## src/rtl/game_dumper.sv

```systemverilog
// Streams an iNES image: a 16-byte header built from the inputs, then the
// PRG pages and the CHR pages, each byte read from memory one at a time.
module game_dumper (
  input  logic        clk,
  input  logic        reset_n,
  input  logic        start,
  input  logic        abort,
  input  logic [7:0]  prgrom,
  input  logic [7:0]  chrrom,
  input  logic [7:0]  mapper,
  input  logic        mirroring,
  input  logic        four_screen,
  input  logic        has_saves,
  output logic [21:0] mem_addr,
  output logic        mem_rd,
  input  logic [7:0]  mem_rdata,
  input  logic        mem_ack,
  output logic [7:0]  out_data,
  output logic        out_valid,
  input  logic        out_ready,
  output logic        busy,
  output logic        done,
  output logic        error
);

  typedef enum logic [2:0] {IDLE, HDR, RD_REQ, RD_WAIT, SEND, DONE, ERROR} state_t;

  localparam logic [21:0] CHR_BASE = 22'h200000;

  state_t      state_q, state_d;
  logic [3:0]  hdr_idx_q, hdr_idx_d;
  logic [21:0] addr_q, addr_d;
  logic [21:0] left_q, left_d;
  logic [7:0]  hold_q, hold_d;
  logic        chr_q, chr_d;

  logic [7:0]  hdr_byte;
  logic [21:0] left_dec;
  logic        xfer;
  logic        start_ok;

  always_comb begin
    case (hdr_idx_q)
      4'd0:    hdr_byte = 8'h4E;
      4'd1:    hdr_byte = 8'h45;
      4'd2:    hdr_byte = 8'h53;
      4'd3:    hdr_byte = 8'h1A;
      4'd4:    hdr_byte = prgrom;
      4'd5:    hdr_byte = chrrom;
      4'd6:    hdr_byte = {mapper[3:0], four_screen, 1'b0, has_saves, mirroring};
      4'd7:    hdr_byte = {mapper[7:4], 4'h0};
      default: hdr_byte = 8'h00;
    endcase
  end

  // Outputs are pure state decodes, so the async reset of the state clears them too.
  assign out_valid = (state_q == HDR) || (state_q == SEND);
  assign out_data  = (state_q == HDR)  ? hdr_byte :
                     (state_q == SEND) ? hold_q   : 8'h00;
  assign mem_rd    = (state_q == RD_REQ);
  assign mem_addr  = addr_q;
  assign busy      = (state_q == HDR) || (state_q == RD_REQ) ||
                     (state_q == RD_WAIT) || (state_q == SEND);
  assign done      = (state_q == DONE) || (state_q == ERROR);
  assign error     = (state_q == ERROR);

  assign xfer     = out_valid && out_ready;
  assign left_dec = left_q - 22'd1;
  assign start_ok = (prgrom != 8'd0) && (prgrom <= 8'd128);

  always_comb begin
    // NOTE: every next-state variable takes its held value first, so no path infers a latch.
    state_d   = state_q;
    hdr_idx_d = hdr_idx_q;
    addr_d    = addr_q;
    left_d    = left_q;
    hold_d    = hold_q;
    chr_d     = chr_q;
    if (abort) begin
      state_d = IDLE;
    end else begin
      case (state_q)
        IDLE, DONE, ERROR: begin
          if (start) begin
            if (start_ok) begin
              state_d   = HDR;
              hdr_idx_d = 4'd0;
            end else begin
              state_d = ERROR;
            end
          end
        end
        HDR: begin
          if (xfer) begin
            if (hdr_idx_q == 4'd15) begin
              addr_d  = 22'd0;
              left_d  = {prgrom, 14'b0};
              chr_d   = 1'b0;
              state_d = RD_REQ;
            end else begin
              hdr_idx_d = hdr_idx_q + 4'd1;
            end
          end
        end
        RD_REQ:  state_d = RD_WAIT;
        RD_WAIT: begin
          if (mem_ack) begin
            hold_d  = mem_rdata;
            state_d = SEND;
          end
        end
        SEND: begin
          if (xfer) begin
            addr_d = addr_q + 22'd1;
            left_d = left_dec;
            if (left_dec != 22'd0) begin
              state_d = RD_REQ;
            end else if (!chr_q && (chrrom != 8'd0)) begin
              addr_d  = CHR_BASE;
              left_d  = {1'b0, chrrom, 13'b0};
              chr_d   = 1'b1;
              state_d = RD_REQ;
            end else begin
              state_d = DONE;
            end
          end
        end
        default: state_d = IDLE;
      endcase
    end
  end

  always_ff @(posedge clk or negedge reset_n) begin
    if (!reset_n) begin
      state_q   <= IDLE;
      hdr_idx_q <= 4'd0;
      addr_q    <= 22'd0;
      left_q    <= 22'd0;
      hold_q    <= 8'h00;
      chr_q     <= 1'b0;
    end else begin
      // NOTE: non-blocking assignments so every register samples pre-edge values.
      state_q   <= state_d;
      hdr_idx_q <= hdr_idx_d;
      addr_q    <= addr_d;
      left_q    <= left_d;
      hold_q    <= hold_d;
      chr_q     <= chr_d;
    end
  end

endmodule

```

## config.mk

```make
export PLATFORM = sky130hd
export DESIGN_NAME = game_dumper
export DESIGN_NICKNAME = d
export VERILOG_FILES = /design/src/rtl/game_dumper.sv
export SDC_FILE = /design/constraint.sdc
export NUM_CORES = 1
export LEC_CHECK = 0
export BUFFER_PORTS_ARGS = -buffer_cell sky130_fd_sc_hd__buf_2
export CAP_MARGIN = 25
export CORE_ASPECT_RATIO = 1.75
export CORE_MARGIN = 4
export CORE_UTILIZATION = 56
export CTS_CLUSTER_DIAMETER = 50
export DETAILED_ROUTE_END_ITERATION = 10
export PLACE_DENSITY = 0.87
export SYNTH_ARGS = -nofsm -noshare
export SYNTH_HDL_FRONTEND = slang
export SYNTH_SLANG_ARGS = --single-unit
```

## constraint.sdc

```tcl
create_clock -name clk -period 3.5 [get_ports clk]
set_input_delay 0.7 -clock clk [delete_from_list [all_inputs] [get_ports clk]]
set_output_delay 0.7 -clock clk [all_outputs]
set_load 0.01 [all_outputs]
```

-- After elaboration in Yosys (flattened, before gate mapping)
Cells that the tools add are included.
- add/subtract/negate cells: 3
- $lt $le $gt $ge: 1
- equal/unequal tests: 27
- mux-type cells: 36
- bitwise logic cells: 1
- reduce and logical (&&, ||, !) cells: 22
- operators with widths (operator ; count):
    $mux W22 ; 10
    $pmux W22 S2 ; 2
    $pmux W8 S8 ; 1
    $mux W3 ; 9
    $add A22 B1 Y22 const B ; 1
    $reduce_bool A22 Y1 ; 1
    $sub A22 B1 Y22 const B ; 1
    $eq A4 B3 Y1 const B ; 4
    $mux W4 ; 4
    $mux W8 ; 2
    $reduce_bool A8 Y1 ; 2
    $pmux W3 S5 ; 1
    $ne A2 B2 Y1 const B ; 6
    $ne A3 B3 Y1 const B ; 4
    $reduce_and A5 Y1 ; 2
    $eq A3 B3 Y1 const B ; 3
    $eq A4 B2 Y1 const B ; 2
    $le A8 B8 Y1 const B ; 1
    $pmux W4 S2 ; 1
    $reduce_and A7 Y1 ; 1
    $eq A3 B2 Y1 const B ; 2
    $reduce_and A6 Y1 ; 1
    $logic_or A1 B1 Y1 ; 5
    $mux W1 ; 5
    other kinds (15) ; 19
- register bits after elaboration: 60
- bits of input ports: 41
- output and inout port bits: 35
- logic and storage cells: 96

-- Depth between registers and ports, before layout
Gate-level depths: netlist of run 1.
- word-level depth: 7
- gate-level depth with buffers: 12
- gate-level depth less buffers: 9

-- Worst setup path before layout of run 1
OpenSTA, ideal clock, no wires.
- path type: reg2reg
- start: reg left_q[0]
- end: reg addr_q[10], in the netlist mem_addr[10]
- setup time: 119 ps
- arrival: 2668 ps
- data required time: 3381 ps
- path slack: 713 ps
- stages on the path, launching flop included: 13
- buffers on the path: 3
- clock period less this slack: 2787 ps
- cell sequence: dfrtp_1 clkbuf_1 inv_1 ha_1 nor3b_1 nand4_1 o41ai_1 o21ai_0 and4bb_4 o31a_1 buf_6 buf_6 nor2_1
- word-level cells in the longest chain between the ends: 5
- ends and longest elaborated chain (item ; line ; text):
    from (decl) ; 33 ; logic [21:0] left_q, left_d;
    from (signal assigned) ; 146 ; left_q <= left_d;
    $sub A22 B1 Y22 ; 68 ; assign left_dec = left_q - 22'd1;
    $reduce_bool A22 Y1 ; 116 ; if (left_dec != 22'd0) begin
    $mux W22 ; 116 ;
    $mux W22 ; 113 ; if (xfer) begin
    $pmux W22 S2 ; 82 ; case (state_q)
    to (signal assigned) ; 145 ; addr_q <= addr_d;
    to (decl) ; 32 ; logic [21:0] addr_q, addr_d;
Every way passes these cells. The select of a mux whose other input is x is not followed.
A chain may end at the register's enable or synchronous reset.

-- Worst setup path after layout of run 1
- start: reg left_q[1]
- end: reg addr_q[12], in the netlist mem_addr[12]
The elaborated chain is that of the path after synthesis.

==> metrics.md, run 1 <==
| Metric | Value |
|---|---|
| PwrDens | between 800 and 900 mW/mm2 |
| Post-synth ARST share | 100% |
| Syn Nets | just over 500 |
| DR vias | 4088 |
| DP HPWL | 8100 um |
| Max incr delay on CP | 430 ps |
| Clock latency on the worst-skew pair | 340 ps |
| Outcome | completed |
| Peak VDD IR | 0.520 mV |
| DR vias/cell | 6.59 |
| Worst reg2reg setup slack | 320 ps |
| CP startpoint kind | register |
| Drt first-iter violations | 338 |
| Req. time, crit path | 3690 ps |
| Post-synthesis cell count | 462 |
| Top Ports | 76 |
| Clock Sinks | 60 |
| Slew HR | 45.7% |
| Flops & latches, synth | 60 |
| Fraction of layout cells with a size suffix above 1 | 22.8% |
| Synth area leaders | dfrtp_1 (38%), nor2_1 (5.3%), xor2_1 (5.3%) |
| Port buffer count | between 70 and 80 |
| Warnings, synthesis | 0 |
| Post-synthesis sequential area ratio | roughly 38% |
| Clock share of power | roughly 28% |
| HP Class | input port to async pin |
| Pins over their slew limit | 0 |
| Post-synth EDFFs | 0 |
| Nets | 579 |
| Mapped Area | 0.00395 mm2 |
| Final GP Congestion | approximately 0.96 |
| Net switching power | 0.00156 W |
| Worst Setup EP | mem_addr[12]$_DFFE_PN0P_ |
| DIE AREA | 0.00852 mm2 |
| Least-Margin Pin Slew | around 800 ps |
| Antenna cells | 0 |
| Endpoint class of the critical path | register |
| CP max stage cell | dfrtp_1 |
| Longest Clk Path Bufs | 2 |
| Final wirelength | 11300 um |
| TritonCTS clock tree | done |
| R2r startpoint | left_q[1]$_DFFE_PN0P_ |
| Post-CTS Repair Setup Buffers | 0 |
| Worst Skew | 5.56 ps |
| # resized after CTS | 0 |
| Clock transition at the registers of the reported paths | 50 ps |
| Remaining Overflow, GRT | 0 |
| Total power | 0.00389 W |
| Pre-antenna DRT Iters | 7 |
| Syn_area_per_cell | approximately 8.6 um2 |
| Filler cell count | 497 |
| Setup TNS Final | 0 ps |
| Vias in the first global route | 3980 |
| FF-to-FF path depth | 10 |
| Antenna Nets Post-Route | 0 |
| Critical path cell sequence | inv_1 > ha_1 > nor3b_1 > nand4_1 > o41ai_1 > o21ai_0 > and4bb_4 > o31a_1 > buf_4 > nor3_1 |
| Core ar. | a little under 0.007 mm2 |
| Max-cap violations | 0 |
| R2r endpoint | mem_addr[12]$_DFFE_PN0P_ |
| Max FO, Critical Path | 18 |
| Inserted Clock Buffers | 9 |
| Initial Utilization | ~58% |
| Die height | 119 um |
| Wirelength per Cell | 18.2 um |
| Die W | 71.5 um |
| Synth top area share | 38.0% |
| CTS root buffer | clkbuf_16 |
| Largest area contributor in the netlist | dfrtp_1 |
| Initial antenna violation count | 0 |
| First-pass GRT wire length | 18400 um |
| Crit path DAT | approximately 3400 ps |
| DRC | 0 |
| Dominant synthesized flop cell | dfrtp_1 |
| Final-report hold violation count | 0 |
| Distinct cells, synth | 58 |
| Flop pwr share | a little under a third |
| Layout Utilization | 69.4% |
| H-tree levels | 3 |
| Gate power share | just over 40% |
| Internal power | approximately 0.0023 W |
| Switching Fraction | 40.1% |
| Crit share post-route | 90.7% |
| Largest net degree at the start of global routing | 37 |
| Final setup viols | 0 |
| RSZ-0062 raised after global routing | no |
| Total GRT Usage | between 20% and 30% |
| Area delta synth->final | 20.3% |
| Leakage | 2.21 nW |
| CP startpoint | left_q[1]$_DFFE_PN0P_ |
| Hold-fix buffers, CTS | 0 |
| Row cnt | 40 |
| Final min period | 3180 ps |
| Max Fclk | around 0.31 GHz |
| Critical path class | register to register |
==> metal layers <==
layer / wire [um] / global-route usage, %
met1: 4080 / 28.6
met2: 5940 / 47.9
met3: 660 / 5.07
met4: 613 / 17.5
met5: 0 / 0
==> worst min-delay path by stage <==
| stage | slack (ps) | start | cells past startpoint | end |
|---|---|---|---|---|
| after CTS | 370 | reset_n | 1 | mem_addr[8]$_DFFE_PN0P_ |
| after floorplan | 400 | reset_n | 0 | chr_q$_DFFE_PN0P_ |
| after detailed placement | 500 | hold_q[0]$_DFFE_PN0P_ | 1 | hold_q[0]$_DFFE_PN0P_ |
| final | 360 | reset_n | 1 | mem_addr[7]$_DFFE_PN0P_ |
| after global placement | 490 | hold_q[0]$_DFFE_PN0P_ | 1 | hold_q[0]$_DFFE_PN0P_ |
| after global routing | 400 | reset_n | 1 | mem_addr[18]$_DFFE_PN0P_ |
==> synthesized netlist by cell type, types with 3 or more instances <==
cell type,count
dfrtp_1,60
nand3_1,20
mux2_2,9
or2_2,5
a211oi_1,4
o22ai_1,3
or3_1,5
a21o_1,5
xnor2_1,7
nor2b_1,3
nand4_1,8
and2_1,4
xor2_1,24
ha_1,7
nand2_1,40
buf_6,3
o41ai_1,3
a31oi_1,5
and3_1,7
a222oi_1,3
inv_1,9
o21ai_0,20
o2111ai_1,3
a22oi_1,5
a21oi_1,19
clkbuf_1,20
nand2b_1,7
nor3_1,31
nand3b_1,6
nor4_1,15
nor2_1,56
a22o_1,8
==> state kept, by name, summed over array words and instances, names as in the netlist <==
signal	count
hold_q	8
chr_q	1
left_q	22
state_q	3
hdr_idx_q	4
mem_addr	22
==> cell type report <==
class                      instances  area, um2  share of cell area [%]
sequential                        60       1500                    31.6
clock buffer                      13        280                    5.89
clock inverter                     3       90.1                    1.89
tap                               84        105                    2.21
timing repair buffer              83        435                    9.15
inverter                           9       33.8                   0.710
multi-input combinational        368       2310                    48.6
==> layout by cell type, fill, tap and decap left out, types with 4 or more instances in the layout <==
| master | n |
|---|---|
| buf_2 | 75 |
| dfrtp_1 | 60 |
| nor2_1 | 56 |
| nand2_1 | 40 |
| nor3_1 | 30 |
| xor2_1 | 24 |
| nand3_1 | 20 |
| o21ai_0 | 20 |
| a21oi_1 | 19 |
| nor4_1 | 14 |
| inv_1 | 9 |
| mux2_2 | 9 |
| clkbuf_16 | 9 |
| a22o_1 | 8 |
| nand4_1 | 8 |
| buf_4 | 8 |
| nand2b_1 | 7 |
| and3_1 | 7 |
| xnor2_1 | 7 |
| ha_1 | 7 |
| nand3b_1 | 6 |
| a22oi_1 | 5 |
| a31oi_1 | 5 |
| a21o_1 | 5 |
| or2_2 | 5 |
| or3_1 | 5 |
| and2_1 | 4 |
| a211oi_1 | 4 |
| clkbuf_8 | 4 |
==> through the flow <==
step	std cells	area, um2	hold WS [ps]	setup slack (ps)
after global routing	620	4760	403	114
final	620	4760	358	324
after CTS	620	4760	366	361
after global placement	604	4390	493	560
after detailed placement	604	4390	500	394
after floorplan	462	3950	404	713
==> kinds of logic after synthesis <==
logic type                 Yosys count  share of synthesized area, %
xor gates and xnor gates            31                          6.87
buffers and inverters               34                          3.86
DFF                                 60                          38.0
adders and majority gates            8                          2.47
muxes                                9                          2.56
AOI/OAI and AO/OA                  102                          18.2
and+or+nand+nor                    218                          28.0
==> critical path, delay by kind of cell, from the launching register on <==
| family | cells | cell delay [ps] |
|---|---|---|
| simple gates | 4 | 1190 |
| buf+inv | 2 | 340 |
| compound gates | 3 | 740 |
| flops | 1 | 430 |
| fa+ha+maj | 1 | 310 |
==> power groups by stage <==
stage | Clock, W | Combinational (W) | Sequential, W
4_1_cts | 0.00110 | 0.00156 | 0.00120
2_1_floorplan | 0 | 0.00129 | 0.00104
3_3_place_gp | 0 | 0.00150 | 0.00119
5_1_grt | 0.00112 | 0.00175 | 0.00125
6_report | 0.00108 | 0.00159 | 0.00122
3_5_place_dp | 0 | 0.00154 | 0.00121
No activity file was read; power rests on OpenSTA's default activity.
==> run 2: changes to the inputs <==
- ABC_AREA: not set -> 1
- CORE_UTILIZATION: 56 -> 57
==> run 2 against run 1 <==
  * Worst setup slack gained 390 ps
  * Fmax grew 14%
  * Clock skew grew 0.64 ps
  * Cell area grew 11%
  * Synthesized cell count grew 39%
  * Area after synthesis grew 15%
  * Critical path type is now register to primary output
  * Critical endpoint is now out_data[2]
==> metrics.md, run 2 <==
| Metric | Value |
|---|---|
| TritonCTS clock tree | done |
| Post-CTS Repair Setup Buffers | 0 |
| Most frequent cell after synthesis | nand2_1 |
| # resized after CTS | 0 |
| Final cell count without fillers | 812 |
| Commonest non-fill, non-tap cell in the layout | nand2_1 |
| Endpoint class of the critical path | primary output |
| Top Ports | 76 |
| Max-cap violations | 0 |
| Antenna cells | 0 |
| Largest area contributor in the netlist | dfrtp_1 |
| DR vias/cell | between 5 and 6 |
| Req. time, crit path | ~2800 ps |
| Final setup viols | 0 |
| Total power | 0.00427 W |
| Final-report hold violation count | 0 |
| Row cnt | 42 |
| Filler cell count | 611 |
| Total GRT Usage | 28.6% |
| First-pass GRT wire length | 21300 um |
| Post-synth ARST share | 100% |
| Dominant synthesized flop cell | dfrtp_1 |
| Critical path class | register to primary output |
| Drt first-iter violations | roughly 350 |
| H-tree levels | 3 |
| Distinct cells, synth | 44 |
| Post-synth EDFFs | 0 |
| Die W | 75.4 um |
| Vias in the first global route | 4836 |
| Least-Margin Pin Slew | 888 ps |
| Max Fclk | 0.359 GHz |
| Flops & latches, synth | 60 |
| Port buffer count | 75 |
| DIE AREA | 0.00949 mm2 |
| Clock latency on the worst-skew pair | 340 ps |
| Hold-fix buffers, CTS | 0 |
| Area delta synth->final | 16.8% |
| Slew HR | 40.6% |
| Wirelength per Cell | 15.9 um |
| Antenna Nets Post-Route | 0 |
| Remaining Overflow, GRT | 0 |
| Worst Skew | 6.20 ps |
| HP Class | input port to async pin |
| Fraction of layout cells with a size suffix above 1 | 22.1% |
| DR vias | around 4800 |
| CTS root buffer | clkbuf_16 |
| Post-synthesis cell count | 644 |
| Synth top area share | between 30% and 40% |
| Pins over their slew limit | 0 |
| PwrDens | 808 mW/mm2 |
| Largest net degree at the start of global routing | 41 |
| Max incr delay on CP | 420 ps |
| Core ar. | 0.00767 mm2 |
| Final GP Congestion | around 0.98 |
| Crit share post-route | 79.6% |
| CP startpoint kind | register |
| RSZ-0062 raised after global routing | no |
| Ranking of synthesized cells by instance count | nand2_1 (156), nor2_1 (71), inv_1 (70) |
| Nets | between 700 and 800 |
| Post-synthesis sequential area ratio | between 30% and 40% |
| Outcome | completed |
| DRC | 0 |
| Initial Utilization | roughly 59% |
| Inserted Clock Buffers | 9 |
| Syn_area_per_cell | about 7.0 um2 |
| Placed cell count | 796 |
| Peak VDD IR | 0.588 mV |
| Syn Nets | between 600 and 700 |
| Synth area leaders | dfrtp_1 (33%), nand2_1 (13%), nor2_1 (5.9%) |
| Clock transition at the registers of the reported paths | about 50 ps |
| DP HPWL | 9450 um |
| Die height | 126 um |
| Setup TNS Final | 0 ps |
| Final wirelength | 12900 um |
| Mapped Area | about 0.0045 mm2 |
| Most frequent cells in the layout | nand2_1 (156), buf_2 (75), nor2_1 (71) |
| Warnings, synthesis | 0 |
| Max FO, Critical Path | 8 |
| Critical path cell sequence | inv_1 > ha_1 > nand3_1 > o221ai_1 > a21oi_1 > o21ai_0 > buf_2 |
| CP max stage cell | dfrtp_1 |
| Longest Clk Path Bufs | 2 |
| Leakage | 2.65 nW |
| Final min period | 2790 ps |
| Worst reg2reg setup slack | 990 ps |
| Clock Sinks | 60 |
| Pre-antenna DRT Iters | 5 |
| Crit path DAT | 2090 ps |
| Initial antenna violation count | 0 |
==> run 2: cell count changes after synthesis, sizes merged, moves of 8 or more <==
cell,previous run,this run
nand2,40,169
inv,9,78
nand3,20,57
o21ai,20,51
nor2,56,86
a21oi,19,41
nor3,31,11
nor4,16,2
clkbuf,20,9
xor2,24,15
a22o,8,0
==> run 2: worst max-delay path: cells and delay by family, from the launching register on <==
family / cells / cell delay [ps]
adder cells (fa/ha/maj): 1 / 190
AND/OR/NAND/NOR: 1 / 250
AO/OA/AOI/OAI: 3 / 590
buffers and inverters: 2 / 300
flip-flops: 1 / 420
==> run 2: kinds of logic (layout without fill, tap and decap cells) <==
| group | count (synthesis) | in the layout | share of synthesized area (%) |
|---|---|---|---|
| buffers and inverters | 95 | 175 | 8.70 |
| XOR/XNOR | 21 | 21 | 4.06 |
| flip-flops | 60 | 60 | 33.2 |
| adder cells (fa/ha/maj) | 7 | 7 | 1.93 |
| AND/OR/NAND/NOR | 344 | 344 | 36.1 |
| multiplexers | 8 | 8 | 1.99 |
| AO/OA/AOI/OAI | 109 | 109 | 14.0 |
==> run 2: metal layers <==
metal / routed length [um] / vias to the layer above / track usage, %
li1: - / 2265 / -
met1: 4560 / 2211 / 30.3
met2: 6830 / 235 / 48.8
met3: 741 / 77 / 4.63
met4: 801 / 0 / 20.5
met5: 0 / - / 0
==> run 2: cell type report <==
cell class,count,area (um2),share of cell area [%]
well taps,88,110,2.08
multi-input cells,489,2630,49.8
clock buffers,12,246,4.66
repair buffers,81,433,8.19
inverters,78,293,5.54
flip-flops and latches,60,1500,28.4
clock inverters,4,72.6,1.37
==> run 2: final timing paths <==
check / start / end / cells after the start
worst min register to register: hold_q[6]$_DFFE_PN0P_ / hold_q[6]$_DFFE_PN0P_ / 1
min in group clk: hold_q[6]$_DFFE_PN0P_ / hold_q[6]$_DFFE_PN0P_ / 1
worst max-delay path: hdr_idx_q[1]$_DFFE_PN0P_ / out_data[2] / 7
worst max register to register: state_q[2]$_DFFE_PN0P_ / mem_addr[15]$_DFFE_PN0P_ / 9
max in group asynchronous: reset_n / left_q[21]$_DFFE_PN0P_ / 3
worst min-delay path: reset_n / mem_addr[13]$_DFFE_PN0P_ / 1
==> run 2: report_power, final <==
part,internal (W),switching (W),total [W]
clock,0.000641,0.000315,0.000956
combinational,0.000684,0.00147,0.00215
sequential,0.000907,0.000256,0.00116
total,0.00223,0.00204,0.00427
==> run 2: stage by stage <==
step / utilization (%) / worst slack (ps) / area (um2) / hold WS [ps]
CTS: 68.9 / 734 / 5290 / 353
global placement: 64.5 / 1030 / 4950 / 490
finish: 68.9 / 714 / 5290 / 336
detailed placement: 64.8 / 929 / 4970 / 497
global route: 68.9 / 572 / 5290 / 389
floorplan: - / 1350 / 4530 / 404
==> run 3: changes to the inputs <==
- clock period: 3.5 -> 2.83 ns (I/O delays scaled with it)
==> run 3 against run 2 <==
  * Total power grew 24%
  * Sequential power grew 23%
  * Sequential cell count is the same
  * Wire length grew 0.36%
  * Utilization grew 0.13 points
  * Global-route usage grew 0.23 points
  * First-iteration DRC count grew 7.2%
  * Clock-buffer cell count shrank 1
  * Critical path depth is the same
  * Worst setup slack lost 590 ps
  * Hold slack lost 160 ps
  * Clock power grew 23%
  * Highest routed layer unchanged
==> metrics.md, run 3 (synthesized netlist as in run 2, its figures left out) <==
| Metric | Value |
|---|---|
| Clock transition at the registers of the reported paths | roughly 50 ps |
| Pre-antenna DRT Iters | 6 |
| Vias in the first global route | 4728 |
| Most frequent cells in the layout | nand2_1 (155), buf_2 (75), nor2_1 (71) |
| CP startpoint kind | register |
| Antenna Nets Post-Route | 0 |
| Area delta synth->final | 17.0% |
| Wirelength per Cell | 15.9 um |
| Critical path class | register to primary output |
| DP HPWL | 9850 um |
| Least-Margin Pin Slew | 899 ps |
| Cell mode on critical path | o21ai_0 |
| Placed cell count | approximately 800 |
| H-tree levels | 3 |
| Largest net degree at the start of global routing | 27 |
| Endpoint class of the critical path | primary output |
| Leakage | around 2.7 nW |
| Final cell count without fillers | 814 |
| Pins over their slew limit | 0 |
| DRC | 0 |
| Row cnt | 42 |
| Total GRT Usage | 28.8% |
| Final wirelength | roughly 13000 um |
| DR vias | 4773 |
| Die height | approximately 130 um |
| Top Ports | 76 |
| FF-to-FF path depth | 10 |
| CP max stage cell | dfrtp_1 |
| Crit share post-route | between 90% and 100% |
| Final setup viols | 0 |
| CP Depth | 7 |
| Remaining Overflow, GRT | 0 |
| First-pass GRT wire length | 21500 um |
| Max Fclk | 0.369 GHz |
| Setup TNS Final | 0 ps |
| Port buffer count | between 70 and 80 |
| Final min period | between 2000 and 3000 ps |
| Die W | 75.4 um |
| CTS root buffer | clkbuf_16 |
| Initial Utilization | 59.0% |
| Critical path buffers and inverters | 2 |
| Max FO, Critical Path | 4 |
| Inserted Clock Buffers | 9 |
| Hold-fix buffers, CTS | 0 |
| Peak VDD IR | approximately 0.71 mV |
| Critical path cell sequence | inv_1 > ha_1 > o21ai_0 > o21ai_0 > a211oi_1 > o21ai_0 > buf_2 |
| Initial antenna violation count | 0 |
| RSZ-0062 raised after global routing | no |
| Slew HR | 39.8% |
| Worst Skew | 7.58 ps |
| Max-cap violations | 0 |
| Max incr delay on CP | 390 ps |
| Clock latency on the worst-skew pair | 340 ps |
| Final-report hold violation count | 0 |
| Commonest non-fill, non-tap cell in the layout | nand2_1 |
| Nets | 770 |
| Outcome | completed |
| Antenna cells | 0 |
| Core ar. | 0.00767 mm2 |
| Longest Clk Path Bufs | 2 |
| TritonCTS clock tree | done |
| HP Class | input port to async pin |
| DR vias/cell | 5.86 |
| Crit path DAT | ~2100 ps |
| PwrDens | 1000 mW/mm2 |
| Clock Sinks | 60 |
| Final GP Congestion | between 1 and 1.5 |
| Req. time, crit path | 2260 ps |
| Top delay family on crit path | compound AO/OA/AOI/OAI gates |
| DIE AREA | between 0.009 and 0.01 mm2 |
| Drt first-iter violations | 371 |
| Fraction of layout cells with a size suffix above 1 | a little under a quarter |
## run 3: timing repair
item,in CTS,in global routing
resized for setup,0,1
buffers inserted,0,0
hold endpoints to repair,0,0
setup endpoints to repair,0,2
## run 3: worst register-to-register path, delay by kind of cell, from the launching register on
| kind | cells | cell delay [ps] |
|---|---|---|
| AOI/OAI and AO/OA | 2 | 370 |
| xor gates and xnor gates | 1 | 180 |
| buffers and inverters | 2 | 330 |
| DFF | 1 | 410 |
| and+or+nand+nor | 5 | 1040 |
## run 3: layout make-up
type                            instances  area [um2]
Multi-Input combinational cell        489        2640
Timing Repair Buffer                   84         443
Tap cell                               88         110
Inverter                               78         293
Sequential cell                        60        1500
Clock buffer                           11         243
Clock inverter                          4        73.8
Fill cell                             624        2370
## run 3: path summary, 6_finish.rpt
| kind | start | endpoint | slack (ps) |
|---|---|---|---|
| max | hdr_idx_q[0]$_DFFE_PN0P_ | out_data[4] | 120 |
| min | reset_n | left_q[6]$_DFFE_PN0P_ | 180 |
| max reg2reg | state_q[0]$_DFFE_PN0P_ | mem_addr[6]$_DFFE_PN0P_ | 370 |
| min reg2reg | hold_q[1]$_DFFE_PN0P_ | hold_q[1]$_DFFE_PN0P_ | 510 |
| max in group asynchronous | reset_n | left_q[15]$_DFFE_PN0P_ | 1900 |
| min in group clk | mem_rdata[1] | hold_q[1]$_DFFE_PN0P_ | 460 |
## run 3: metal layers
metal,wire length (um),vias to the layer above,global-route usage (%)
met1,4660,2232,30.7
met3,517,71,5.74
met4,736,0,17.2
met5,0,-,0
met2,7060,207,50.0
li1,-,2263,-
## run 3: report_power, final
part	total (W)	switching, W	internal, W
clock network	0.00118	0.000393	0.000789
logic	0.00268	0.00182	0.000859
registers	0.00143	0.000309	0.00112
total	0.00530	0.00253	0.00277
## run 3: stage by stage
stage | setup WS (ps) | area (um2) | hold slack (ps) | utilization (%) | total power [W]
6_report | 121 | 5300 | 178 | 69.1 | 0.00530
5_1_grt | 16.3 | 5300 | 212 | 69.1 | 0.00569
4_1_cts | 189 | 5300 | 191 | 69.0 | 0.00525
3_5_place_dp | 356 | 4980 | 494 | 64.9 | 0.00406
3_3_place_gp | 451 | 4980 | 490 | 64.9 | 0.00394
2_1_floorplan | 780 | 4530 | 270 | - | 0.00339
